$ cat src/rtl/le_input_interconnect.sv
// Stateless input crossbar for a four-LE cluster: every LE input pin picks one LE output
// (or nothing) from a 3-bit select, and each LE output reports which input indices it drives.
module le_input_interconnect #(
    parameter int LE_INPUTS = 4
) (
    input  logic                 clk,
    input  logic                 nrst,
    input  logic                 en,
    input  logic [2:0]           config_data [LE_INPUTS][4],
    input  logic                 leout0A,
    input  logic                 leout0B,
    input  logic                 leout1A,
    input  logic                 leout1B,
    output logic [LE_INPUTS-1:0] lein0A,
    output logic [LE_INPUTS-1:0] lein0B,
    output logic [LE_INPUTS-1:0] lein1A,
    output logic [LE_INPUTS-1:0] lein1B,
    output logic [LE_INPUTS-1:0] drvLE0A,
    output logic [LE_INPUTS-1:0] drvLE0B,
    output logic [LE_INPUTS-1:0] drvLE1A,
    output logic [LE_INPUTS-1:0] drvLE1B
);

    logic [3:0]           le_out;
    logic [LE_INPUTS-1:0] lein [4];
    logic [LE_INPUTS-1:0] drv  [4];

    // clk, nrst and en are kept on the port list for tile compatibility but never affect routing.
    logic unused_ctrl;
    assign unused_ctrl = ^{clk, nrst, en};

    assign le_out = {leout1B, leout1A, leout0B, leout0A};

    // Selects 4..7 (bit 2 set) leave the pin at 0; an unknown select only affects its own pin.
    always_comb begin
        for (int n = 0; n < 4; n++) begin
            lein[n] = '0;
            drv[n]  = '0;
        end
        for (int j = 0; j < LE_INPUTS; j++) begin
            for (int n = 0; n < 4; n++) begin
                if (config_data[j][n][2] == 1'b0) begin
                    lein[n][j] = le_out[config_data[j][n][1:0]];
                end
                for (int s = 0; s < 4; s++) begin
                    if (config_data[j][n] == 3'(s)) begin
                        drv[s][j] = 1'b1;
                    end
                end
            end
        end
    end

    assign lein0A  = lein[0];
    assign lein0B  = lein[1];
    assign lein1A  = lein[2];
    assign lein1B  = lein[3];
    assign drvLE0A = drv[0];
    assign drvLE0B = drv[1];
    assign drvLE1A = drv[2];
    assign drvLE1B = drv[3];

endmodule

$ cat config.mk
export PLATFORM = sky130hd
export DESIGN_NAME = le_input_interconnect
export DESIGN_NICKNAME = d
export VERILOG_FILES = /design/src/rtl/le_input_interconnect.sv
export SDC_FILE = /design/constraint.sdc
export NUM_CORES = 1
export LEC_CHECK = 0
export ABC_AREA = 1
export BUFFER_PORTS_ARGS = -buffer_cell sky130_fd_sc_hd__buf_2
export CORE_MARGIN = 5
export CORE_UTILIZATION = 45
export DETAILED_ROUTE_END_ITERATION = 10
export PLACE_DENSITY = 0.95
export SLEW_MARGIN = 10
export SYNTH_ARGS = -nofsm -noshare
export SYNTH_HDL_FRONTEND = slang
export SYNTH_SLANG_ARGS = --single-unit
$ cat constraint.sdc
create_clock -name vclk -period 0.9
set_input_delay 0.18 -clock vclk [all_inputs]
set_output_delay 0.18 -clock vclk [all_outputs]
set_load 0.02 [all_outputs]
==> results of run 1 <==
metrics by stage:
| stage | setup TNS [ns] | setup WS, ns | cells | instance area, sq um |
|---|---|---|---|---|
| 3_3_place_gp | -4.34 | -0.233 | 415 | 1900 |
| 2_1_floorplan | -0.119 | -0.0163 | 280 | 1350 |
| 3_5_place_dp | -4.63 | -0.262 | 415 | 1900 |
kinds of logic after synthesis:
group         count (synthesis)  synth area share
buf+inv                      56             0.220
simple gates                224             0.780
==> impl_metrics.toml, run 1 <==
[outcome]
haltStage = "clock tree synthesis"
outcome = "stopped before the end"
error_message = "[ERROR DPL-0033] detailed placement checks failed during check placement."

[die]
start_util = 0.470
rows = 19
die_w_um = 63.4
num_io_pins = 87
die_y_um = 63.4

[synthesis]
synthesis.area_sq_um = 1280
ys_top_cells_by_count = "96 x nand3_1, 64 x nand2_1, 48 x inv_1, 48 x nor2_1, 16 x nand4_1"
yosysSeqAreaShare = 0
avgSynthCellArea_sq_um = 4.58
synth_cell_type_count = 9
netlist.area_leader.share = 0.374
synth_top_cell_by_area = "nand3_1"
synthTopCellsByArea = "nand3_1 37%, nand2_1 19%, inv_1 14%"
synth.most_common_cell = "nand3_1"
syn_inst = 280
syn_nets = 335
ys_warn_count = 0

[place]
dp_hpwl_um = 3790
numPortBuffers = 84
gp_congestion = 0.904

[clock_tree]
post_cts_buffers = 0
cts.repair.resized = 267
cts-hold-fix-buffers = 0
==> run 2, diff against run 1 <==
Settings changed: CORE_AREA set to 5 5 66 68, CORE_MARGIN 5 to not set, CORE_UTILIZATION 45 to not set, DIE_AREA set to 0 0 71 73, PLACE_DENSITY 0.95 to not set, PLACE_DENSITY_LB_ADDON set to 0.15.
==> run 2 against run 1 <==
  * The flow now finishes, with violations (setup timing)
  * Synthesized cell count did not move
  * Synthesized area did not move
==> impl_metrics.toml, run 2 <==
[outcome]
outcome = "finished with violations"
violations = "setup timing"

[sta]
min_period_ns = 0.983
rsz0062_at_grt = "yes"
hold_viol_final = 0
setup_violations = 26
maxSlewViolCount = 0
max_freq_ghz = 1.02
relSlewSlack = 0.899
postLayoutSetupSlackWorst_ns = -0.0827
tightest_slew_ns = 0.151
finalCritPeriodShare = 1.09

[die]
num_io_pins = 87
die_y_um = 73
core-area_sq_um = 3800
rows = 23
die_w_um = 71
start_util = 0.338
dieArea_sq_um = 5180

[place]
dp_cells = 431
gp_congestion = 0.872
numPortBuffers = 84
dp_slack_ns = -0.279
dp_hpwl_um = 3660

[power]
peakVddDrop_uv = 353
p_leak_uw = 0.00144
power.density_nw_per_um2 = 564

[synthesis]
synth.most_common_cell = "nand3_1"
synth_cell_type_count = 9
syn_inst = 280
avgSynthCellArea_sq_um = 4.58
synthesis.area_sq_um = 1280
synthTopCellsByArea = "nand3_1 37%, nand2_1 19%, inv_1 14%"
yosysSeqAreaShare = 0
syn_nets = 335
netlist.area_leader.share = 0.374
ys_top_cells_by_count = "96 x nand3_1, 64 x nand2_1, 48 x inv_1, 48 x nor2_1, 16 x nand4_1"
ys_warn_count = 0
synth_top_cell_by_area = "nand3_1"

[worst_setup_path]
start_kind = "input port"
crit_required_ns = 0.72
cpPeakStageDelay_ns = 0.14
cp_cell_sequence = "buf_8 > nor2_4 > buf_4 > nand2_1 > nand4_1 > buf_6"
cp-end-kind = "output port"
crit_type = "in -> out"
worstPathMaxFanout = 6
arrival_ns = 0.80
crit_slowest_cell = "buf_6"

[routing]
drt-initial-drc-count = 94
ant_nets = 0
drt_first_pass_iters = 4
drt_wl_total_um = 6020
vias = 2252
wire_per_inst_um = 13.9
drc_errors = 0
viasPerCell = 5.20

[final_layout]
num-clock-buffers = 0
diodes = 0
multi_input_area_sq_um = 1380
drive_above_1_share = 0.603
final_common_cell = "nand2_1"
mostFrequentLayoutCells = "60 x nand2_1, 59 x nand3_1, 46 x buf_6, 37 x nand3_2, 34 x inv_2"
syn_to_final_growth_pct = 127
seq_area_sq_um = 0
fillers = 294
fin_nets = 440
seq_cell_count = 0
fin_cells = 433

[clock_tree]
cts-hold-fix-buffers = 0

[grt]
grtUsageTotal = 0.212
grt_pass1_wl_um = 9230
first_global_vias = 2195
antenna_found_initial = 0
grt_max_degree = 17
grt.overflow.total = 0

[worst_hold_path]
hold_class = "in -> out"

[flow_run]
cap_violations = 0
run 2: cell counts after synthesis:
No cell type changed its count.
run 2: timing repair:
item | in CTS | in global routing
setup buffers | 0 | 2
pin swaps | 64 | 57
endpoints found under the setup margin | 32 | 32
gates resized for setup | 254 | 62
run 2: power breakdown:
| part | switching (uW) | internal (uW) |
|---|---|---|
| clock | 0 | 0 |
| combinational | 831 | 808 |
| sequential | 0 | 0 |
| total | 831 | 808 |
run 2: metal layers:
layer	share of wire	vias to the layer above	routed length, um	track usage
li1	-	1131	-	-
met1	0.36	1000	2190	0.239
met2	0.54	99	3230	0.414
met3	0.066	22	398	0.0207
met4	0.032	0	195	0.0689
met5	0	-	0	0
run 2: path summary, 6_finish.rpt:
| check | start | endpoint | cells past startpoint |
|---|---|---|---|
| worst min-delay path | config_data[2] | lein1B[3] | 3 |
| worst max-delay path | config_data[43] | drvLE0A[0] | 6 |
run 2: logic make-up after synthesis:
kind of cell           after synthesis  synth area share
buffers and inverters               56             0.220
AND/OR/NAND/NOR                    224             0.780
run 2: area by class of cell:
| class | count | share of cell area |
|---|---|---|
| multi-input cells | 224 | 0.474 |
| repair buffers | 111 | 0.439 |
| inverters | 48 | 0.0654 |
| well taps | 50 | 0.0215 |
run 2: worst max-delay path: cells and delay by family:
| family | cells | cell delay (ns) |
|---|---|---|
| simple gates | 3 | 0.27 |
| buf+inv | 3 | 0.35 |
run 2: metrics by stage:
step	area [sq um]	util	hold WS [ns]	TNS [ns]	total power (uW)
floorplan	1350	-	0.403	-0.119	611
global placement	1900	0.501	0.627	-4.92	1040
detailed placement	1900	0.501	0.625	-4.91	1040
CTS	2690	0.709	0.609	-0.791	1480
global route	2910	0.765	0.631	-2.14	1760
finish	2910	0.765	0.621	-0.970	1640
Note: power is estimated with default switching activity, not from simulation.
==> run 3, diff against run 2 <==
Clock period 0.9 ns to 1.05 ns, I/O delays scaled along.
==> run 3 against run 2 <==
  * The run still ends with setup timing left
  * Cell count is 1.2% higher
  * Die area stayed put
  * Largest power group unchanged
  * Global-route usage is 2.6 points lower
  * Wire length is 5.2% lower
  * Count of clock-buffer cells in the layout stayed put
==> impl_metrics.toml, run 3 (synthesis gave the netlist of run 2 again) <==
[grt]
antenna_found_initial = 0
grt_max_degree = 17
first_global_vias = 1984
grtUsageTotal = 0.186
grt.overflow.total = 0
grt_pass1_wl_um = 8320

[worst_setup_path]
cpLargestDelayFamily = "buffers and inverters"
critical_path.startpoint = "leout1B"
cp-end-kind = "output port"
start_kind = "input port"
crit_required_ns = 0.84
cp_cell_sequence = "buf_8 > buf_6 > nand3_2 > nand2_2 > nor2_2 > nor2_2 > buf_6"
worst-path-buf-inv = 3
crit_type = "in -> out"
cpPeakStageDelay_ns = 0.13
crit_slowest_cell = "buf_6"
arrival_ns = 0.87
worstPathMaxFanout = 5

[worst_hold_path]
hold_end = "lein1B[2]"
holdPathStages = 3
worstHoldStart = "config_data[14]"
hold_class = "in -> out"

[routing]
drt_wl_total_um = 5700
vias = 2234
drt_first_pass_iters = 4
drt-initial-drc-count = 87
wire_per_inst_um = 13.0
ant_nets = 0
viasPerCell = 5.10
drc_errors = 0

[final_layout]
diodes = 0
fin_nets = 445
fillers = 317
syn_to_final_growth_pct = 115
finish.utilization = 0.728
multi_input_area_sq_um = 1400
num-clock-buffers = 0
final_common_cell = "nand3_1"
seq_area_sq_um = 0
fin_cells = 438
seq_cell_count = 0
mostFrequentLayoutCells = "62 x nand3_1, 44 x nand2_1, 43 x buf_6, 35 x buf_4, 33 x nand3_2"
drive_above_1_share = 0.598

[sta]
maxSlewViolCount = 0
tightest_slew_ns = 0.166
hold_ws_ns = 0.668
rsz0062_at_grt = "yes"
postLayoutSetupSlackWorst_ns = -0.0349
setup_violations = 7
hold_viol_final = 0
min_period_ns = 1.08
relSlewSlack = 0.889
finalCritPeriodShare = 1.03
max_freq_ghz = 0.922

[die]
num_io_pins = 87
rows = 23
core-area_sq_um = 3800
dieArea_sq_um = 5180
start_util = 0.338
die_y_um = 73
die_w_um = 71

[clock_tree]
cts-hold-fix-buffers = 0

[outcome]
violations = "setup timing"
outcome = "finished with violations"

[place]
dp_cells = 437
dp_hpwl_um = 3810
gp_congestion = 0.858
numPortBuffers = 84

[power]
peakVddDrop_uv = 242
p_leak_uw = 0.00142
power.density_nw_per_um2 = 476

[flow_run]
cap_violations = 0
[run 3: area by class of cell]
| cell class | instances | share of cell area |
|---|---|---|
| inverter | 48 | 0.0652 |
| multi-input combinational | 224 | 0.508 |
| tap | 50 | 0.0226 |
| timing repair buffer | 116 | 0.404 |
[run 3: per-layer routing]
metal	vias up	routed length, um	GRT usage
met2	54	3230	0.363
li1	1138	-	-
met4	0	59	0.0209
met1	1034	2200	0.227
met3	8	213	0.0165
met5	-	0	0
[run 3: power breakdown]
group / switching, uW / total [uW] / internal, uW
clock network: 0 / 0 / 0
logic: 696 / 1320 / 619
registers: 0 / 0 / 0
[run 3: repair_timing]
action / 4_1_cts / 5_1_grt
pin swaps: 36 / 71
gates cloned: 1 / 0
resized for setup: 99 / 164
endpoints found under the setup margin: 16 / 31
setup buffers: 0 / 1
[run 3: stage by stage]
stage | setup TNS (ns) | total power, uW | cell area, sq um | worst slack [ns]
after floorplan | 0 | 515 | 1320 | 0.0672
after global placement | -1.34 | 920 | 1970 | -0.0994
after detailed placement | -1.37 | 924 | 1970 | -0.0979
after CTS | -0.127 | 1090 | 2310 | -0.0167
after global routing | -0.864 | 1420 | 2760 | -0.0931
final | -0.0976 | 1320 | 2760 | -0.0349
[run 3: worst max path at each step]
stage	end	cells after the start
global placement	lein1A[0]	7
detailed placement	lein0B[1]	7
global route	lein1B[0]	7
finish	lein1B[0]	7
CTS	lein0B[3]	7
floorplan	lein0A[3]	6
==> run 4, diff against run 3 <==
Clock period 1.05 ns to 1.3 ns, I/O delays scaled along.
==> run 4 against run 3 <==
  * The flow now finishes without violations
  * Count of clock-buffer cells in the layout is the same
  * Critical path depth stayed put
  * First-iteration DRC count grew 51%
  * Wire length fell by 24%
  * Non-clock buffer count down 26
  * Flip-flop and latch count did not move
  * Cell count down 5.9%
  * Combinational power is 49% lower
  * Power is 48% lower
  * Sequential share of layout area unchanged
  * Critical endpoint unchanged
  * Highest routed layer is now met3
==> impl_metrics.toml, run 4 (synthesis gave the netlist of run 2 again) <==
[sta]
maxSlewViolCount = 0
max_freq_ghz = 0.812
rsz0062_at_grt = "yes"
finalCritPeriodShare = 0.948
relSlewSlack = 0.904
setup_violations = 0
min_period_ns = 1.23
hold_viol_final = 0
tightest_slew_ns = 0.144
hold_ws_ns = 0.784
postLayoutSetupSlackWorst_ns = 0.0681

[final_layout]
mostFrequentLayoutCells = "96 x nand3_1, 81 x buf_2, 64 x nand2_1, 48 x inv_1, 47 x nor2_1"
num-clock-buffers = 0
finalInstanceArea_sq_um = 1770
fin_nets = 419
multi_input_area_sq_um = 1000
syn_to_final_growth_pct = 37.8
seq_area_sq_um = 0
diodes = 0
fillers = 472
finish.utilization = 0.466
seq_cell_count = 0
final_common_cell = "nand3_1"
drive_above_1_share = 0.251

[worst_setup_path]
cp_cell_sequence = "clkbuf_4 > buf_12 > nand3_1 > nand2_1 > nor2_1 > nor2_1 > buf_2"
cpLargestDelayFamily = "buffers and inverters"
crit_slowest_cell = "buf_2"
crit_type = "in -> out"
cpPeakStageDelay_ns = 0.15
worstPathMaxFanout = 9
start_kind = "input port"
worst-path-buf-inv = 3
crit_top_cell = "nor2_1"
cp-end-kind = "output port"
crit_required_ns = 1.04
critical_path.startpoint = "leout1B"
arrival_ns = 0.97

[die]
start_util = 0.338
die_y_um = 73
num_io_pins = 87
die_w_um = 71
core-area_sq_um = 3800
rows = 23
dieArea_sq_um = 5180

[place]
dp_slack_ns = 0.0650
dp_hpwl_um = 3500
gp_congestion = 0.787
dpl_cell_area_sq_um = 1760
numPortBuffers = 84

[routing]
viasPerCell = 4.82
ant_nets = 0
vias = 1984
drt-initial-drc-count = 131
drt_wl_total_um = 4310
wire_per_inst_um = 10.5
drc_errors = 0
drt_first_pass_iters = 4

[clock_tree]
cts.repair.resized = 0
cts-hold-fix-buffers = 0
post_cts_buffers = 0

[grt]
grtUsageTotal = 0.151
first_global_vias = 1602
grt_pass1_wl_um = 6790
grt_max_degree = 17
grt.overflow.total = 0
antenna_found_initial = 0

[power]
p_leak_uw = 0.00114
power.density_nw_per_um2 = 384
peakVddDrop_uv = 140
power_uw = 679

[outcome]
outcome = "completed"

[worst_hold_path]
hold_class = "in -> out"
worstHoldStart = "config_data[17]"
hold_end = "lein1A[2]"
holdPathStages = 3

[flow_run]
cap_violations = 0
run 4: worst max-delay path by stage:
stage                     cells past startpoint         to  slack, ns
after CTS                                     7  lein1A[1]       0.06
after global routing                          7  lein0B[2]     -0.003
after floorplan                               6  lein0A[3]       0.13
final                                         7  lein1B[0]       0.07
after global placement                        7  lein1A[1]       0.06
after detailed placement                      7  lein1A[1]       0.06
run 4: area by class of cell:
class                           instances  share of cell area
Inverter                               48               0.102
Multi-Input combinational cell        224               0.567
Tap cell                               50              0.0354
Timing Repair Buffer                   90               0.296
run 4: stage by stage:
stage	TNS (ns)	cells
final	0	412
after global routing	-0.00301	412
after CTS	0	412
after detailed placement	0	412
after global placement	0	412
after floorplan	0	280
run 4: where the power goes:
part / leakage [uW] / internal [uW] / total [uW] / switching (uW)
sequential: 0 / 0 / 0 / 0
combinational: 0.00114 / 256 / 679 / 423
clock: 0 / 0 / 0 / 0
run 4: routing by layer:
layer  share of wire  wire (um)  track usage
met4               0          0            0
met1            0.44       1910        0.201
met3           0.048        208      0.00551
met2            0.51       2180        0.287
met5               0          0            0
